===== src/rtl/arm_block_xfer_seq_if.sv =====
// ============================================================================
// Module   : arm_block_xfer_seq_if
// Purpose  : Word-access memory bus between the block-transfer sequencer and memory.
// Revision : 1.0 - initial release
// ============================================================================
`default_nettype none

interface arm_block_xfer_seq_if;
  logic        mem_req;
  logic        mem_write;
  logic [31:0] mem_addr;
  logic [31:0] mem_wdata;
  logic [31:0] mem_rdata;
  logic        mem_ack;

  modport master (
    output mem_req, mem_write, mem_addr, mem_wdata,
    input  mem_rdata, mem_ack
  );

  modport slave (
    input  mem_req, mem_write, mem_addr, mem_wdata,
    output mem_rdata, mem_ack
  );
endinterface

`default_nettype wire


===== src/rtl/arm_block_xfer_seq.sv =====
// ============================================================================
// Module   : arm_block_xfer_seq
// Purpose  : LDM/STM sequencer. It walks the register list, issues one word
//            access per register, then performs base writeback.
// Options  : ARM_EMPTY_RLIST_QUIRK_EN - an empty list transfers R15 with n=16.
// Revision : 1.0 - initial release
// ============================================================================
`default_nettype none

module arm_block_xfer_seq (
  input  logic                        clk,
  input  logic                        rst,
  input  logic                        start,
  input  logic [15:0]                 reg_list,
  input  logic [3:0]                  rn,
  input  logic [31:0]                 base,
  input  logic                        p,
  input  logic                        u,
  input  logic                        s,
  input  logic                        w,
  input  logic                        l,
  output logic                        busy,
  output logic                        done,
  output logic                        user_bank,
  arm_block_xfer_seq_if.master        mem,
  output logic [3:0]                  rf_rd_idx,
  input  logic [31:0]                 rf_rd_data,
  output logic                        rf_wr_en,
  output logic [3:0]                  rf_wr_idx,
  output logic [31:0]                 rf_wr_data,
  output logic                        wb_en,
  output logic [31:0]                 wb_data
);

  typedef enum logic [1:0] {
    S_IDLE = 2'd0,
    S_CALC = 2'd1,
    S_XFER = 2'd2,
    S_WB   = 2'd3
  } state_t;

  state_t      r_state;
  state_t      w_state_nxt;

  logic [15:0] r_list;
  logic [15:0] r_mask;
  logic [3:0]  r_rn;
  logic [31:0] r_base;
  logic        r_p;
  logic        r_u;
  logic        r_s;
  logic        r_w;
  logic        r_l;
  logic [31:0] r_addr;
  logic [31:0] r_wb_val;

  logic [15:0] w_mask_in;
  logic [15:0] w_mask_next;
  logic [4:0]  w_cnt;
  logic [4:0]  w_n;
  logic [31:0] w_span;
  logic [31:0] w_start_addr;
  logic [31:0] w_wb_calc;
  logic [3:0]  w_cur;
  logic        w_user;

`ifdef ARM_EMPTY_RLIST_QUIRK_EN
  assign w_mask_in = (reg_list == 16'd0) ? 16'h8000 : reg_list;
  assign w_n       = (r_list == 16'd0) ? 5'd16 : w_cnt;
`else
  assign w_mask_in = reg_list;
  assign w_n       = w_cnt;
`endif

  always_comb begin
    w_cnt = 5'd0;
    for (int i = 0; i < 16; i++) begin
      w_cnt = w_cnt + {4'd0, r_mask[i]};
    end
  end

  // Scanning downward leaves the lowest set bit as the final winner.
  always_comb begin
    w_cur = 4'd0;
    for (int i = 15; i >= 0; i--) begin
      if (r_mask[i]) begin
        w_cur = 4'(i);
      end
    end
  end

  assign w_mask_next = r_mask & (r_mask - 16'd1);
  assign w_span      = {25'd0, w_n, 2'b00};
  assign w_wb_calc   = r_u ? (r_base + w_span) : (r_base - w_span);
  assign w_user      = r_s & ~(r_l & r_list[15]);

  always_comb begin
    case ({r_p, r_u})
      2'b01:   w_start_addr = r_base;
      2'b11:   w_start_addr = r_base + 32'd4;
      2'b00:   w_start_addr = r_base - w_span + 32'd4;
      default: w_start_addr = r_base - w_span;
    endcase
  end

  always_ff @(posedge clk or posedge rst) begin
    if (rst) begin
      r_state <= S_IDLE;
    end else begin
      r_state <= w_state_nxt;
    end
  end

  always_ff @(posedge clk or posedge rst) begin
    if (rst) begin
      r_list   <= 16'd0;
      r_mask   <= 16'd0;
      r_rn     <= 4'd0;
      r_base   <= 32'd0;
      r_p      <= 1'b0;
      r_u      <= 1'b0;
      r_s      <= 1'b0;
      r_w      <= 1'b0;
      r_l      <= 1'b0;
      r_addr   <= 32'd0;
      r_wb_val <= 32'd0;
    end else begin
      case (r_state)
        S_IDLE: begin
          if (start) begin
            r_list <= reg_list;
            r_mask <= w_mask_in;
            r_rn   <= rn;
            r_base <= {base[31:2], 2'b00};
            r_p    <= p;
            r_u    <= u;
            r_s    <= s;
            r_w    <= w;
            r_l    <= l;
          end
        end
        S_CALC: begin
          r_addr   <= w_start_addr;
          r_wb_val <= w_wb_calc;
        end
        S_XFER: begin
          if (mem.mem_ack) begin
            r_mask <= w_mask_next;
            r_addr <= r_addr + 32'd4;
          end
        end
        default: begin
        end
      endcase
    end
  end

  // All outputs are decoded from the state, so reset forces them low at once.
  always_comb begin
    w_state_nxt   = r_state;
    busy          = 1'b0;
    done          = 1'b0;
    user_bank     = 1'b0;
    mem.mem_req   = 1'b0;
    mem.mem_write = 1'b0;
    mem.mem_addr  = 32'd0;
    mem.mem_wdata = 32'd0;
    rf_rd_idx     = 4'd0;
    rf_wr_en      = 1'b0;
    rf_wr_idx     = 4'd0;
    rf_wr_data    = 32'd0;
    wb_en         = 1'b0;
    wb_data       = 32'd0;
    case (r_state)
      S_IDLE: begin
        if (start) begin
          w_state_nxt = S_CALC;
        end
      end
      S_CALC: begin
        busy      = 1'b1;
        user_bank = w_user;
        w_state_nxt = (w_n == 5'd0) ? S_WB : S_XFER;
      end
      S_XFER: begin
        busy          = 1'b1;
        user_bank     = w_user;
        mem.mem_req   = 1'b1;
        mem.mem_write = ~r_l;
        mem.mem_addr  = r_addr;
        if (!r_l) begin
          rf_rd_idx     = w_cur;
          mem.mem_wdata = rf_rd_data;
        end
        if (mem.mem_ack) begin
          if (r_l) begin
            rf_wr_en   = 1'b1;
            rf_wr_idx  = w_cur;
            rf_wr_data = mem.mem_rdata;
          end
          if (w_mask_next == 16'd0) begin
            w_state_nxt = S_WB;
          end
        end
      end
      default: begin
        busy        = 1'b1;
        done        = 1'b1;
        user_bank   = w_user;
        wb_en       = r_w & ~(r_l & r_list[r_rn]);
        wb_data     = r_wb_val;
        w_state_nxt = S_IDLE;
      end
    endcase
  end

endmodule

`default_nettype wire

===== src/flat_wrapper.sv =====
// flat-port wrapper written by rule: the top's interface ports become plain ports
module arm_block_xfer_seq_flat 
  (clk, rst, start, reg_list, rn, base, p, u, s, w, l, busy, done, user_bank, rf_rd_idx, rf_rd_data, rf_wr_en, rf_wr_idx, rf_wr_data, wb_en, wb_data, mem_mem_req, mem_mem_write, mem_mem_addr, mem_mem_wdata, mem_mem_rdata, mem_mem_ack);
  arm_block_xfer_seq_if mem_i ();
  input  logic clk;
  input  logic rst;
  input  logic start;
  input  logic [15:0] reg_list;
  input  logic [3:0] rn;
  input  logic [31:0] base;
  input  logic p;
  input  logic u;
  input  logic s;
  input  logic w;
  input  logic l;
  output logic busy;
  output logic done;
  output logic user_bank;
  output logic [3:0] rf_rd_idx;
  input  logic [31:0] rf_rd_data;
  output logic rf_wr_en;
  output logic [3:0] rf_wr_idx;
  output logic [31:0] rf_wr_data;
  output logic wb_en;
  output logic [31:0] wb_data;
  output wire logic [$bits(mem_i.mem_req)-1:0] mem_mem_req;
  output wire logic [$bits(mem_i.mem_write)-1:0] mem_mem_write;
  output wire logic [$bits(mem_i.mem_addr)-1:0] mem_mem_addr;
  output wire logic [$bits(mem_i.mem_wdata)-1:0] mem_mem_wdata;
  input wire logic [$bits(mem_i.mem_rdata)-1:0] mem_mem_rdata;
  input wire logic [$bits(mem_i.mem_ack)-1:0] mem_mem_ack;
  assign mem_mem_req = mem_i.mem_req;
  assign mem_mem_write = mem_i.mem_write;
  assign mem_mem_addr = mem_i.mem_addr;
  assign mem_mem_wdata = mem_i.mem_wdata;
  assign mem_i.mem_rdata = mem_mem_rdata;
  assign mem_i.mem_ack = mem_mem_ack;
  arm_block_xfer_seq u_core (.clk(clk), .rst(rst), .start(start), .reg_list(reg_list), .rn(rn), .base(base), .p(p), .u(u), .s(s), .w(w), .l(l), .busy(busy), .done(done), .user_bank(user_bank), .mem(mem_i), .rf_rd_idx(rf_rd_idx), .rf_rd_data(rf_rd_data), .rf_wr_en(rf_wr_en), .rf_wr_idx(rf_wr_idx), .rf_wr_data(rf_wr_data), .wb_en(wb_en), .wb_data(wb_data));
endmodule

===== config.mk =====
export PLATFORM = sky130hd
export DESIGN_NAME = arm_block_xfer_seq_flat
export DESIGN_NICKNAME = d
export VERILOG_FILES = /design/src/rtl/arm_block_xfer_seq_if.sv /design/src/rtl/arm_block_xfer_seq.sv /design/src/flat_wrapper.sv
export SDC_FILE = /design/constraint.sdc
export NUM_CORES = 1
export LEC_CHECK = 0
export CORE_MARGIN = 10
export CORE_UTILIZATION = 52
export DETAILED_ROUTE_END_ITERATION = 16
export PLACE_DENSITY = 0.93
export SETUP_SLACK_MARGIN = 0.3
export SYNTH_ARGS = -nofsm -noshare
export SYNTH_HDL_FRONTEND = slang
export SYNTH_SLANG_ARGS = --single-unit
export TNS_END_PERCENT = 20

===== constraint.sdc =====
create_clock -name clk -period 8.02 [get_ports clk]
set_input_delay 1.604 -clock clk [delete_from_list [all_inputs] [get_ports clk]]
set_output_delay 1.604 -clock clk [all_outputs]
set_load 0.03 [all_outputs]

-- Yosys cells after proc, flatten, opt, wreduce, memory -nomap -nowiden
Index checks and enable logic that the tools add are counted.
- bits in registers: 137
- input bits: 125
- output and inout port bits: 143
- logic and storage cells: 111
- mux-type cells: 51
- reduce and logical (&&, ||, !) cells: 11
- add/subtract/negate cells: 21
- equal/unequal tests: 7
- $lt $le $gt $ge: 1
- bitwise gates (word level): 8
- operators with widths (operator ; number):
    32-bit two-way mux ; 9
    32-bit by 3-bit adder with 32-bit output, second input constant ; 3
    32-bit case mux with 3 select lines ; 1
    4-bit two-way mux ; 21
    5-bit by 1-bit adder with 5-bit output ; 14
    32-bit case mux with 2 select lines ; 1
    32-bit by 7-bit adder with 32-bit output ; 1
    16-bit two-way mux ; 2
    16-bit case mux with 2 select lines ; 1
    32-bit by 7-bit subtractor with 32-bit output ; 1
    16-bit bitwise AND ; 1
    16-bit zero test ; 1
    16-bit by 1-bit subtractor with 16-bit output, second input constant ; 1
    1-bit two-way mux ; 11
    2-bit two-way mux ; 3
    2-bit case mux with 3 select lines ; 1
    3-bit AND reduction ; 2
    5-bit zero test ; 1
    4-bit by 5-bit < comparator with 1-bit output, second input constant ; 1
    1-bit bitwise AND ; 4
    1-bit binary-select mux with 4-bit select ; 1
    2-bit by 1-bit equality test with 1-bit output, second input constant ; 2
    2-bit equality test, second input constant ; 2
    2-bit zero test ; 2
    other kinds (7) ; 12

-- Longest topological paths before layout
Gate-level depths: netlist of run 1.
- word-level depth: 19
- depth in mapped cells: 27
- depth with buffers taken out: 24

-- Worst setup path after synthesis of run 1
No wires, ideal clock.
- kind: reg2reg
- from: register u_core.r_mask[0]
- to: register u_core.r_addr[26]
- path buffers: 0
- period minus slack after synthesis: 6.459 ns
- cell stages (with the launch flop): 22
- arrival time: 6.328 ns
- required time: 7.889 ns
- setup time: 0.131 ns
- setup slack: 1.561 ns
- cell sequence: dfrtp_1 -> inv_1 -> ha_1 -> inv_1 -> fa_1 -> inv_1 -> fa_1 -> fa_1 -> inv_1 -> fa_1 -> fa_1 -> fa_1 -> inv_1 -> fa_1 -> or2_1 -> a211oi_1 -> o21ai_0 -> a22oi_1 -> nand4_1 -> nor4_4 -> a21oi_1 -> or3_1
- longest elaborated chain between the ends: 19
- RTL lines (element ; RTL line ; RTL):
    start: declaration ; arm_block_xfer_seq.sv:46 ; logic [15:0] r_mask;
    start signal: assignment ; arm_block_xfer_seq.sv:132 ; r_mask <= w_mask_in;
    start signal: assignment ; arm_block_xfer_seq.sv:148 ; r_mask <= w_mask_next;
    1-bit by 1-bit adder with 2-bit output * ; arm_block_xfer_seq.sv:78 ; w_cnt = w_cnt + {4'd0, r_mask[i]};
    5-bit by 1-bit adder with 5-bit output * (14 in a row) ; arm_block_xfer_seq.sv:78 ;
    32-bit by 7-bit subtractor with 32-bit output * ; arm_block_xfer_seq.sv:101, arm_block_xfer_seq.sv:102 ;
    32-bit by 3-bit adder with 32-bit output ; arm_block_xfer_seq.sv:101 ; 2'b00: w_start_addr = r_base - w_span + 32'd4;
    32-bit case mux with 3 select lines * ; arm_block_xfer_seq.sv:98 ; case ({r_p, r_u})
    32-bit case mux with 2 select lines * ; arm_block_xfer_seq.sv:128 ; case (r_state)
    end signal: assignment ; arm_block_xfer_seq.sv:143 ; r_addr <= w_start_addr;
    end signal: assignment ; arm_block_xfer_seq.sv:149 ; r_addr <= r_addr + 32'd4;
    end: declaration ; arm_block_xfer_seq.sv:54 ; logic [31:0] r_addr;
Every way passes the cells marked *; elsewhere a longest branch is shown, timed or not.
A chain may end at the register's enable or synchronous reset.

-- Final worst setup path of run 1
Ends and elaborated chain as after synthesis.

==> results of run 1 <==
how the worst max path moves through the flow:
stage,to,cells past startpoint,from
2_1_floorplan,u_core.r_addr[26]$_DFFE_PP0P_,21,u_core.r_mask[0]$_DFFE_PP0P_
3_3_place_gp,u_core.r_addr[22]$_DFFE_PP0P_,21,u_core.r_mask[0]$_DFFE_PP0P_
3_5_place_dp,u_core.r_addr[22]$_DFFE_PP0P_,21,u_core.r_mask[0]$_DFFE_PP0P_
4_1_cts,u_core.r_addr[22]$_DFFE_PP0P_,21,u_core.r_mask[0]$_DFFE_PP0P_
5_1_grt,u_core.r_addr[26]$_DFFE_PP0P_,22,u_core.r_mask[0]$_DFFE_PP0P_
6_report,u_core.r_addr[26]$_DFFE_PP0P_,22,u_core.r_mask[0]$_DFFE_PP0P_
kinds of logic after synthesis:
logic type               synth area share [%]
other                                  0.0325
AND/OR/NAND/NOR                          26.8
AO/OA/AOI/OAI                            17.3
multiplexers                             10.3
flip-flops                               28.8
buffers and inverters                    5.32
adder cells (fa/ha/maj)                  5.27
XOR/XNOR                                 6.06
cell usage in the layout, fill, tap and decap left out, types with 15 or more instances in the layout:
cell type        synthesis  routed
nand3_1                 43      43
xor2_1                  27      27
dfrtp_1                133     133
o21ai_0                 60      60
a211oi_1                17      15
nor3_1                  36      35
clkbuf_16                0      17
and2_1                 133     133
o31ai_1                 15      15
inv_1                   55      54
nand4_1                 30      30
nor2_1                  94      94
ha_1                    27      25
buf_4                    4      19
and3_1                  24      24
xnor2_1                 51      51
clkdlybuf4s50_1          0     261
nand2_1                117     116
nor4_1                  23      23
a21oi_1                 66      66
mux2_2                  85      85
cell usage after synthesis (all sizes together), types with 7 or more instances:
cell	count
and2	133
dfrtp	133
nand2	117
nor2	94
mux2	85
clkbuf	76
a21oi	66
o21ai	62
inv	55
xnor2	52
nand3	43
nor3	37
nand4	30
nor4	28
ha	27
xor2	27
and3	24
buf	23
a211oi	17
o31ai	16
a21o	13
a31oi	13
fa	12
mux2i	12
nor2b	11
o211ai	11
o22ai	11
or3	11
or4	10
and4	9
a221oi	8
nand2b	8
or2	8
a21boi	7
a22o	7
o21bai	7
worst max-delay path: cells and delay by family (launching register included):
family          cells  cell delay, ns
compound gates      4            1.34
xor+xnor            1            0.30
fa+ha+maj           8            3.36
buf+inv             6            0.56
flops               1            0.43
simple gates        3            1.27
state kept, by name, indices dropped and copies added (netlist names):
name             flops
u_core.r_state       2
u_core.r_u           1
u_core.r_s           1
u_core.r_base       30
u_core.r_list       16
u_core.r_p           1
u_core.r_mask       16
u_core.r_rn          4
u_core.r_l           1
u_core.r_wb_val     30
u_core.r_addr       30
u_core.r_w           1
layout make-up:
type | instances | area (um2)
Multi-Input combinational cell | 1101 | 7640
Fill cell | 1700 | 6950
Sequential cell | 133 | 3330
Timing Repair Buffer | 280 | 2760
Clock buffer | 19 | 433
Tap cell | 280 | 350
Inverter | 56 | 213
Clock inverter | 13 | 149
per-stage QoR:
stage / hold slack [ns] / setup WS [ns] / utilization (%)
4_1_cts: 0.506 / 0.417 / 68.1
3_5_place_dp: 0.491 / 0.516 / 65.4
3_3_place_gp: 0.481 / 0.646 / 65.4
6_report: 0.504 / 0.624 / 68.1
5_1_grt: 0.526 / 0.317 / 68.1
2_1_floorplan: 0.471 / 1.56 / -
metal layers:
| metal | vias to the layer above | track usage (%) | routed length [um] |
|---|---|---|---|
| li1 | 5390 | - | - |
| met1 | 5693 | 37.2 | 16800 |
| met2 | 790 | 44.1 | 19300 |
| met3 | 103 | 7.62 | 4830 |
| met4 | 0 | 8.33 | 1120 |
| met5 | - | 0 | 0 |
==> results.md, run 1 <==
- Standard-cell rows: 54
- Syn Inst Count: between 1000 and 1500
- CP Capture Type: flip-flop
- DRC: 0
- Ratio of cells with drive above 1 in the final layout: about a tenth
- Crit-path slowest cell: a311o_1
- Area growth, synth to finish: 28.8%
- Placed cell count: 1850
- Total grt overflow: 0
- Worst-margin pin slew: 1.01 ns
- R2r startpoint: u_core.r_mask[0]$_DFFE_PP0P_
- YS warnings: 0
- Top_reg_cell synth: dfrtp_1
- Nets: 1753
- Clock Latency Late Sink: approximately 0.43 ns
- Async S/R FF share, synth: 100%
- Count of different cell masters after synthesis: 79
- Seq/Total Area, Yosys: 28.8%
- Starting Density: 52.9%
- Startpoint types: flip-flop
- First-pass GRT wire length: 65500 um
- Top cell type's share of synthesized area: 28.8%
- # hold bufs at CTS: 0
- Netlist Area Pre-Place: 0.0115 mm2
- Synth top area cells: dfrtp_1, mux2_2, and2_1
- RSZ-0062 raised after global routing: false
- TritonCTS Sinks: 133
- Setup violators final: 0
- Setup CP Type: reg -> reg
- CTS H-tree depth: 4
- Outcome: finished clean
- Synth Area per Inst: between 8 and 9 um2
- 1st-pass router iterations: 6
- Post-detail-place hpwl: 32100 um
- Setup TNS Final: 0 ns
- Hold EP: u_core.r_wb_val[16]$_DFFE_PP0P_
- Routed vias: 11976
- CTS tree: built
- Worst reg-to-reg setup slack: 0.62 ns
- Worst reg2reg path depth: 22
- Max-cap violations: 0
- CTS resizes: 0
- Hold_sp: u_core.r_wb_val[16]$_DFFE_PP0P_
- Core outline area: 0.0218 mm2
- Max-slew violation count: 0
- WP data required: 8.33 ns
- Slew Limit Headroom: 32.0%
- Crit Path Max Fanout: 16
- Min-delay worst type: reg -> reg
- Final hold violations: 0
- Cell taking the most area after synthesis: dfrtp_1
- Clock-pin slew on the worst setup and hold paths: 0.07 ns
- Number of synthesized flops with an enable pin: 0
- Crit path DAT: 7.71 ns
- CTS buffer count: 17
- Die area: 0.0286 mm2
- Final WL: roughly 42000 um
- Worst Clk Skew: 0.00860 ns
- Initial DRC count: 1601
- Hold Path Stages: 1
- Total GRT Usage: 28.1%
- Setup Fix Bufs, Post-CTS: 0
- Vert. Die Dim: 169 um
- Post-Place Cell Area: 0.0143 mm2
- Vias per std cell: 6.36
- Die X: 169 um
- Critical path, cell by cell: inv_1 -> ha_1 -> inv_1 -> fa_1 -> inv_1 -> fa_1 -> fa_1 -> inv_1 -> fa_1 -> fa_1 -> fa_1 -> xnor2_1 -> inv_1 -> ha_1 -> o311a_1 -> buf_4 -> nor3_2 -> o2111ai_1 -> a311o_1 -> nor4_4 -> a21oi_1 -> or3_1
- Maximum root-to-sink buffer count: 2
- Antenna Nets Post-Route: 0
- Largest net degree at the start of global routing: 73
- Initial antenna violation count: 0
- Max incr delay on CP: 0.58 ns
- PortBufs: 261
- Min Tclk post-route: 7.40 ns
- Final instance area: 0.0149 mm2
- Critical R2R Capture: u_core.r_addr[26]$_DFFE_PP0P_
- Vias in the first global route: 11679
- Antenna fix cells: 0
- DR WL/cell: ~22 um
- Final worst-path cycle share: 92.2%
- Root Buffer: clkbuf_16
- Non-Filler Instances: 1882
- Ports: 268
- Gpl congestion: 0.988
- Most used cell, CP: fa_1
- Seq cells post-synth: about 130
- Fmax: 135 MHz
Power of run 1 is left out: the tool's default activity adds up to more than one toggle a clock period on the data nets, which glitch-free logic cannot reach.
==> inputs of run 2 (changes only) <==
Settings changed: CORE_UTILIZATION 52 to 60, DONT_BUFFER_PORTS set to 1, HOLD_SLACK_MARGIN set to 0.15, PLACE_DENSITY 0.93 to 0.86.
==> run 2 against run 1 <==
Routed wire length fell by 7.4%; final area fell by 18%; worst hold slack got worse by 0.0020 ns; register-to-register slack got worse by 0.02 ns; via count fell by 8.9%; sequential cell count did not move; die area fell by 12%; setup slack got worse by 0.015 ns; global-route usage rose by 1.2 points; non-clock buffer count fell by 262; critical path type unchanged; critical endpoint is now u_core.r_addr[31]$_DFFE_PP0P_; largest cell class unchanged.
==> results.md, run 2 (same netlist as run 1, synthesis figures left out) <==
- Area growth, synth to finish: 6.16%
- Clock-pin slew on the worst setup and hold paths: 0.07 ns
- Critical R2R Capture: u_core.r_addr[31]$_DFFE_PP0P_
- Total grt overflow: 0
- Crit Path Max Fanout: 9
- # fillers: 1559
- Hold_sp: u_core.r_list[7]$_DFFE_PP0P_
- Initial DRC count: between 1000 and 1500
- Ports: around 270
- Die X: between 150 and 200 um
- TritonCTS Sinks: 133
- Die area: about 0.025 mm2
- 1st-pass router iterations: 6
- Starting Density: 61.3%
- PortBufs: 0
- Setup violators final: 0
- Crit path DAT: 7.75 ns
- Ratio of cells with drive above 1 in the final layout: 12.8%
- Largest registers: u_core.r_addr x30, u_core.r_base x30, u_core.r_wb_val x30
- Worst reg-to-reg setup slack: 0.61 ns
- Root Buffer: clkbuf_16
- CP delay by family, top: adder cells
- WP data required: 8.36 ns
- Final WL: between 30000 and 40000 um
- R2r startpoint: u_core.r_mask[1]$_DFFE_PP0P_
- Setup TNS Final: 0 ns
- Min Tclk post-route: 7.41 ns
- Fmax: around 130 MHz
- Placed cell count: ~1600
- Nets: 1491
- Routed vias: 10907
- Core outline area: 0.0188 mm2
- CTS tree: built
- Largest net degree at the start of global routing: 77
- Min-delay worst type: reg -> reg
- Worst Clk Skew: 0.0174 ns
- Post-detail-place hpwl: roughly 30000 um
- Outcome: finished clean
- Non-Filler Instances: 1601
- Standard-cell rows: 50
- Vias in the first global route: 10070
- Maximum root-to-sink buffer count: 2
- Clock Latency Late Sink: 0.43 ns
- CTS buffer count: 17
- Gpl congestion: 1.01
- Worst-margin pin slew: 1.13 ns
- Antenna Nets Post-Route: 0
- Setup CP Type: reg -> reg
- Final worst-path cycle share: 92.4%
- Post-place setup slack: roughly 0.5 ns
- Max-cap violations: 0
- DR WL/cell: 24.3 um
- DRC: 0
- Startpoint types: flip-flop
- Worst reg2reg path depth: 22
- CP Capture Type: flip-flop
- Vias per std cell: 6.81
- Most used cell, CP: fa_1
- Final Core Density: 65.1%
- Worst Path Buf+Inv: 4
- Critical path, cell by cell: inv_1 -> ha_1 -> inv_1 -> fa_1 -> inv_1 -> fa_1 -> fa_1 -> inv_1 -> fa_1 -> fa_1 -> fa_1 -> nor2b_1 -> o21ai_0 -> ha_1 -> nor4_1 -> and4_1 -> nand4_1 -> xnor2_2 -> nand4_1 -> nor4_2 -> a31oi_1 -> nor3b_1
- Hold Path Stages: 1
- Final hold violations: 0
- Setup slack after layout: 0.609 ns
- Max-slew violation count: 0
- Hold EP: u_core.r_list[7]$_DFFE_PP0P_
- Vert. Die Dim: between 150 and 200 um
- Max incr delay on CP: between 0.6 and 0.7 ns
- Slew Limit Headroom: 24.9%
- Total GRT Usage: 29.4%
- # hold bufs at CTS: 0
- RSZ-0062 raised after global routing: false
- Crit-path slowest cell: nor4_2
- CTS H-tree depth: 4
- Initial antenna violation count: 1
- First-pass GRT wire length: 60900 um
- Most frequent cells in the layout: and2_1, dfrtp_1, nand2_1
-- run 2: changes by cell type in the layout (fill, tap and decap cells not counted), moves of 2 or more --
cell,change
clkdlybuf4s50_1,-261
clkinv_4,+4
clkinvlp_4,-4
clkbuf_1,-2
clkinv_2,+2
-- run 2: worst max-delay path by stage --
stage,cells past startpoint,start,end
final,22,u_core.r_mask[1]$_DFFE_PP0P_,u_core.r_addr[31]$_DFFE_PP0P_
after global routing,21,u_core.r_mask[1]$_DFFE_PP0P_,u_core.r_addr[31]$_DFFE_PP0P_
after CTS,21,u_core.r_mask[1]$_DFFE_PP0P_,u_core.r_addr[31]$_DFFE_PP0P_
after detailed placement,21,u_core.r_mask[1]$_DFFE_PP0P_,u_core.r_addr[31]$_DFFE_PP0P_
after global placement,21,u_core.r_mask[1]$_DFFE_PP0P_,u_core.r_addr[22]$_DFFE_PP0P_
after floorplan,21,u_core.r_mask[0]$_DFFE_PP0P_,u_core.r_addr[26]$_DFFE_PP0P_
-- run 2: repair_timing --
action,CTS,global route
endpoints found under the setup margin,0,10
setup buffers,0,0
gates resized for setup,0,2
hold endpoints to repair,0,0
-- run 2: layout make-up --
type	count	area, um2	area share (%)
Antenna cell	1	2.50	0.0204
Clock inverter	14	176	1.44
Multi-Input combinational cell	1101	7630	62.3
Clock buffer	18	439	3.58
Timing Repair Buffer	18	135	1.10
Inverter	56	215	1.76
Tap cell	260	325	2.65
Sequential cell	133	3330	27.2
-- run 2: stage by stage --
step / hold WS [ns] / cell area [um2]
after global routing: 0.507 / 12300
after global placement: 0.481 / 11600
final: 0.502 / 12300
after CTS: 0.502 / 12200
after detailed placement: 0.487 / 11600
after floorplan: 0.471 / 11600
-- run 2: layer usage --
layer	up-vias	GRT usage, %	part of all wire, %
met5	-	0	0
met4	0	7.74	2.4
met3	75	7.31	11
met2	784	45.4	45
met1	5163	40.1	41
li1	4885	-	-
Power of run 2 is left out for the same reason.
==> inputs of run 3 (changes only) <==
Settings changed: SETUP_SLACK_MARGIN 0.3 to 0.05.
==> run 3 against run 2 <==
Via count is 0.61% lower; worst hold slack improved by 0.00060 ns; register-to-register slack got worse by 0.11 ns; setup slack got worse by 0.11 ns; routed wire length is 0.12% higher.
==> results.md, run 3 (same netlist as run 1, synthesis figures left out) <==
- RSZ-0062 raised after global routing: false
- Vert. Die Dim: 159 um
- Hold Path Stages: 1
- Ports: 268
- Largest net degree at the start of global routing: 77
- # fillers: 1559
- TritonCTS Sinks: ~130
- Gpl congestion: 1.01
- Standard-cell rows: 50
- Total GRT Usage: slightly below 30%
- Worst Clk Skew: 0.0175 ns
- Slew Limit Headroom: roughly a quarter
- Startpoint types: flip-flop
- 1st-pass router iterations: 6
- Vias per std cell: 6.77
- Clock Latency Late Sink: 0.43 ns
- Core outline area: about 0.019 mm2
- Final hold violations: 0
- Area growth, synth to finish: 6.15%
- Crit path DAT: 7.81 ns
- Setup Fix Bufs, Post-CTS: 0
- Crit-path slowest cell: o311a_1
- Worst Path Buf+Inv: 5
- CP Capture Type: flip-flop
- Die area: 0.0252 mm2
- Initial DRC count: 1461
- Die X: 159 um
- Hold_sp: u_core.r_wb_val[12]$_DFFE_PP0P_
- WP data required: 8.31 ns
- Routed vias: 10841
- Max-slew violation count: 0
- Maximum root-to-sink buffer count: 2
- Crit Path Max Fanout: 17
- Outcome: finished clean
- Post-detail-place hpwl: 29700 um
- Final WL: 39000 um
- DR WL/cell: 24.3 um
- Clock-pin slew on the worst setup and hold paths: 0.07 ns
- Most frequent cells in the layout: and2_1, dfrtp_1, nand2_1
- PortBufs: 0
- Ratio of cells with drive above 1 in the final layout: approximately 13%
- Root Buffer: clkbuf_16
- Setup TNS Final: 0 ns
- Starting Density: 61.3%
- CP delay by family, top: adder cells
- Total grt overflow: 0
- Critical R2R Capture: u_core.r_addr[26]$_DFFE_PP0P_
- Setup CP Type: reg -> reg
- Max-cap violations: 0
- Nets: 1491
- Min-delay worst type: reg -> reg
- Max incr delay on CP: 0.60 ns
- R2r startpoint: u_core.r_mask[1]$_DFFE_PP0P_
- Critical path, cell by cell: inv_1 -> ha_1 -> inv_1 -> fa_1 -> inv_1 -> fa_1 -> fa_1 -> inv_1 -> fa_1 -> fa_1 -> fa_1 -> nor2b_1 -> o21ai_0 -> inv_1 -> ha_1 -> nor2_1 -> o311a_1 -> nor4_1 -> a211oi_1 -> nor2_1 -> nor4_4 -> a21oi_1 -> or3_1
- CTS resizes: 0
- CTS tree: built
- Worst reg-to-reg setup slack: 0.50 ns
- # hold bufs at CTS: 0
- Antenna Nets Post-Route: 0
- Worst-margin pin slew: 1.13 ns
- Fmax: 133 MHz
- Min Tclk post-route: 7.52 ns
- DRC: 0
- Setup violators final: 0
- Initial antenna violation count: 1
- Final worst-path cycle share: between 90% and 100%
- Most used cell, CP: fa_1
- CTS buffer count: 17
- Vias in the first global route: 10070
- Largest registers: u_core.r_addr x30, u_core.r_base x30, u_core.r_wb_val x30
- CTS H-tree depth: 4
- First-pass GRT wire length: 60900 um
- Worst reg2reg path depth: 23
- Hold EP: u_core.r_wb_val[12]$_DFFE_PP0P_
[run 3: worst register-to-register path: stages, from the launching register on]
cell and delay [ns]:
dfrtp_1 0.42, inv_1 0.10, ha_1 0.30, inv_1 0.05
fa_1 0.48, inv_1 0.07, fa_1 0.48, fa_1 0.53
inv_1 0.06, fa_1 0.44, fa_1 0.41, fa_1 0.42
nor2b_1 0.13, o21ai_0 0.14, inv_1 0.15, ha_1 0.34
nor2_1 0.18, o311a_1 0.60, nor4_1 0.25, a211oi_1 0.60
nor2_1 0.24, nor4_4 0.48, a21oi_1 0.13, or3_1 0.38
[run 3: routing by layer]
metal / vias up / global-route usage (%) / share of wire (%)
li1: 4875 / - / -
met1: 5129 / 40.1 / 41
met2: 750 / 45.4 / 46
met3: 87 / 7.31 / 11
met4: 0 / 7.74 / 2.4
met5: - / 0 / 0
[run 3: final cells by class]
type | count | area, um2 | area share (%)
Antenna cell | 1 | 2.50 | 0.0204
Tap cell | 260 | 325 | 2.65
Multi-Input combinational cell | 1101 | 7630 | 62.3
Clock buffer | 18 | 439 | 3.58
Timing Repair Buffer | 18 | 135 | 1.10
Sequential cell | 133 | 3330 | 27.2
Inverter | 56 | 215 | 1.76
Clock inverter | 14 | 176 | 1.44
[run 3: how the worst max path moves through the flow]
stage / start / endpoint / slack, ns / cells past startpoint
6_report: u_core.r_mask[1]$_DFFE_PP0P_ / u_core.r_addr[26]$_DFFE_PP0P_ / 0.50 / 23
3_3_place_gp: u_core.r_mask[1]$_DFFE_PP0P_ / u_core.r_addr[22]$_DFFE_PP0P_ / 0.68 / 21
5_1_grt: u_core.r_mask[1]$_DFFE_PP0P_ / u_core.r_addr[31]$_DFFE_PP0P_ / 0.24 / 23
3_5_place_dp: u_core.r_mask[1]$_DFFE_PP0P_ / u_core.r_addr[31]$_DFFE_PP0P_ / 0.49 / 21
2_1_floorplan: u_core.r_mask[0]$_DFFE_PP0P_ / u_core.r_addr[26]$_DFFE_PP0P_ / 1.56 / 21
4_1_cts: u_core.r_mask[1]$_DFFE_PP0P_ / u_core.r_addr[31]$_DFFE_PP0P_ / 0.46 / 21
[run 3: metrics by stage]
step / std cells / cell area, um2 / utilization [%] / hold slack, ns / worst slack (ns)
floorplan: 1389 / 11600 / - / 0.471 / 1.56
global placement: 1568 / 11600 / 61.8 / 0.481 / 0.676
detailed placement: 1568 / 11600 / 61.8 / 0.487 / 0.486
CTS: 1600 / 12200 / 65.0 / 0.502 / 0.460
global route: 1601 / 12300 / 65.1 / 0.507 / 0.239
finish: 1601 / 12300 / 65.1 / 0.503 / 0.499
Power of run 3 is left out for the same reason.
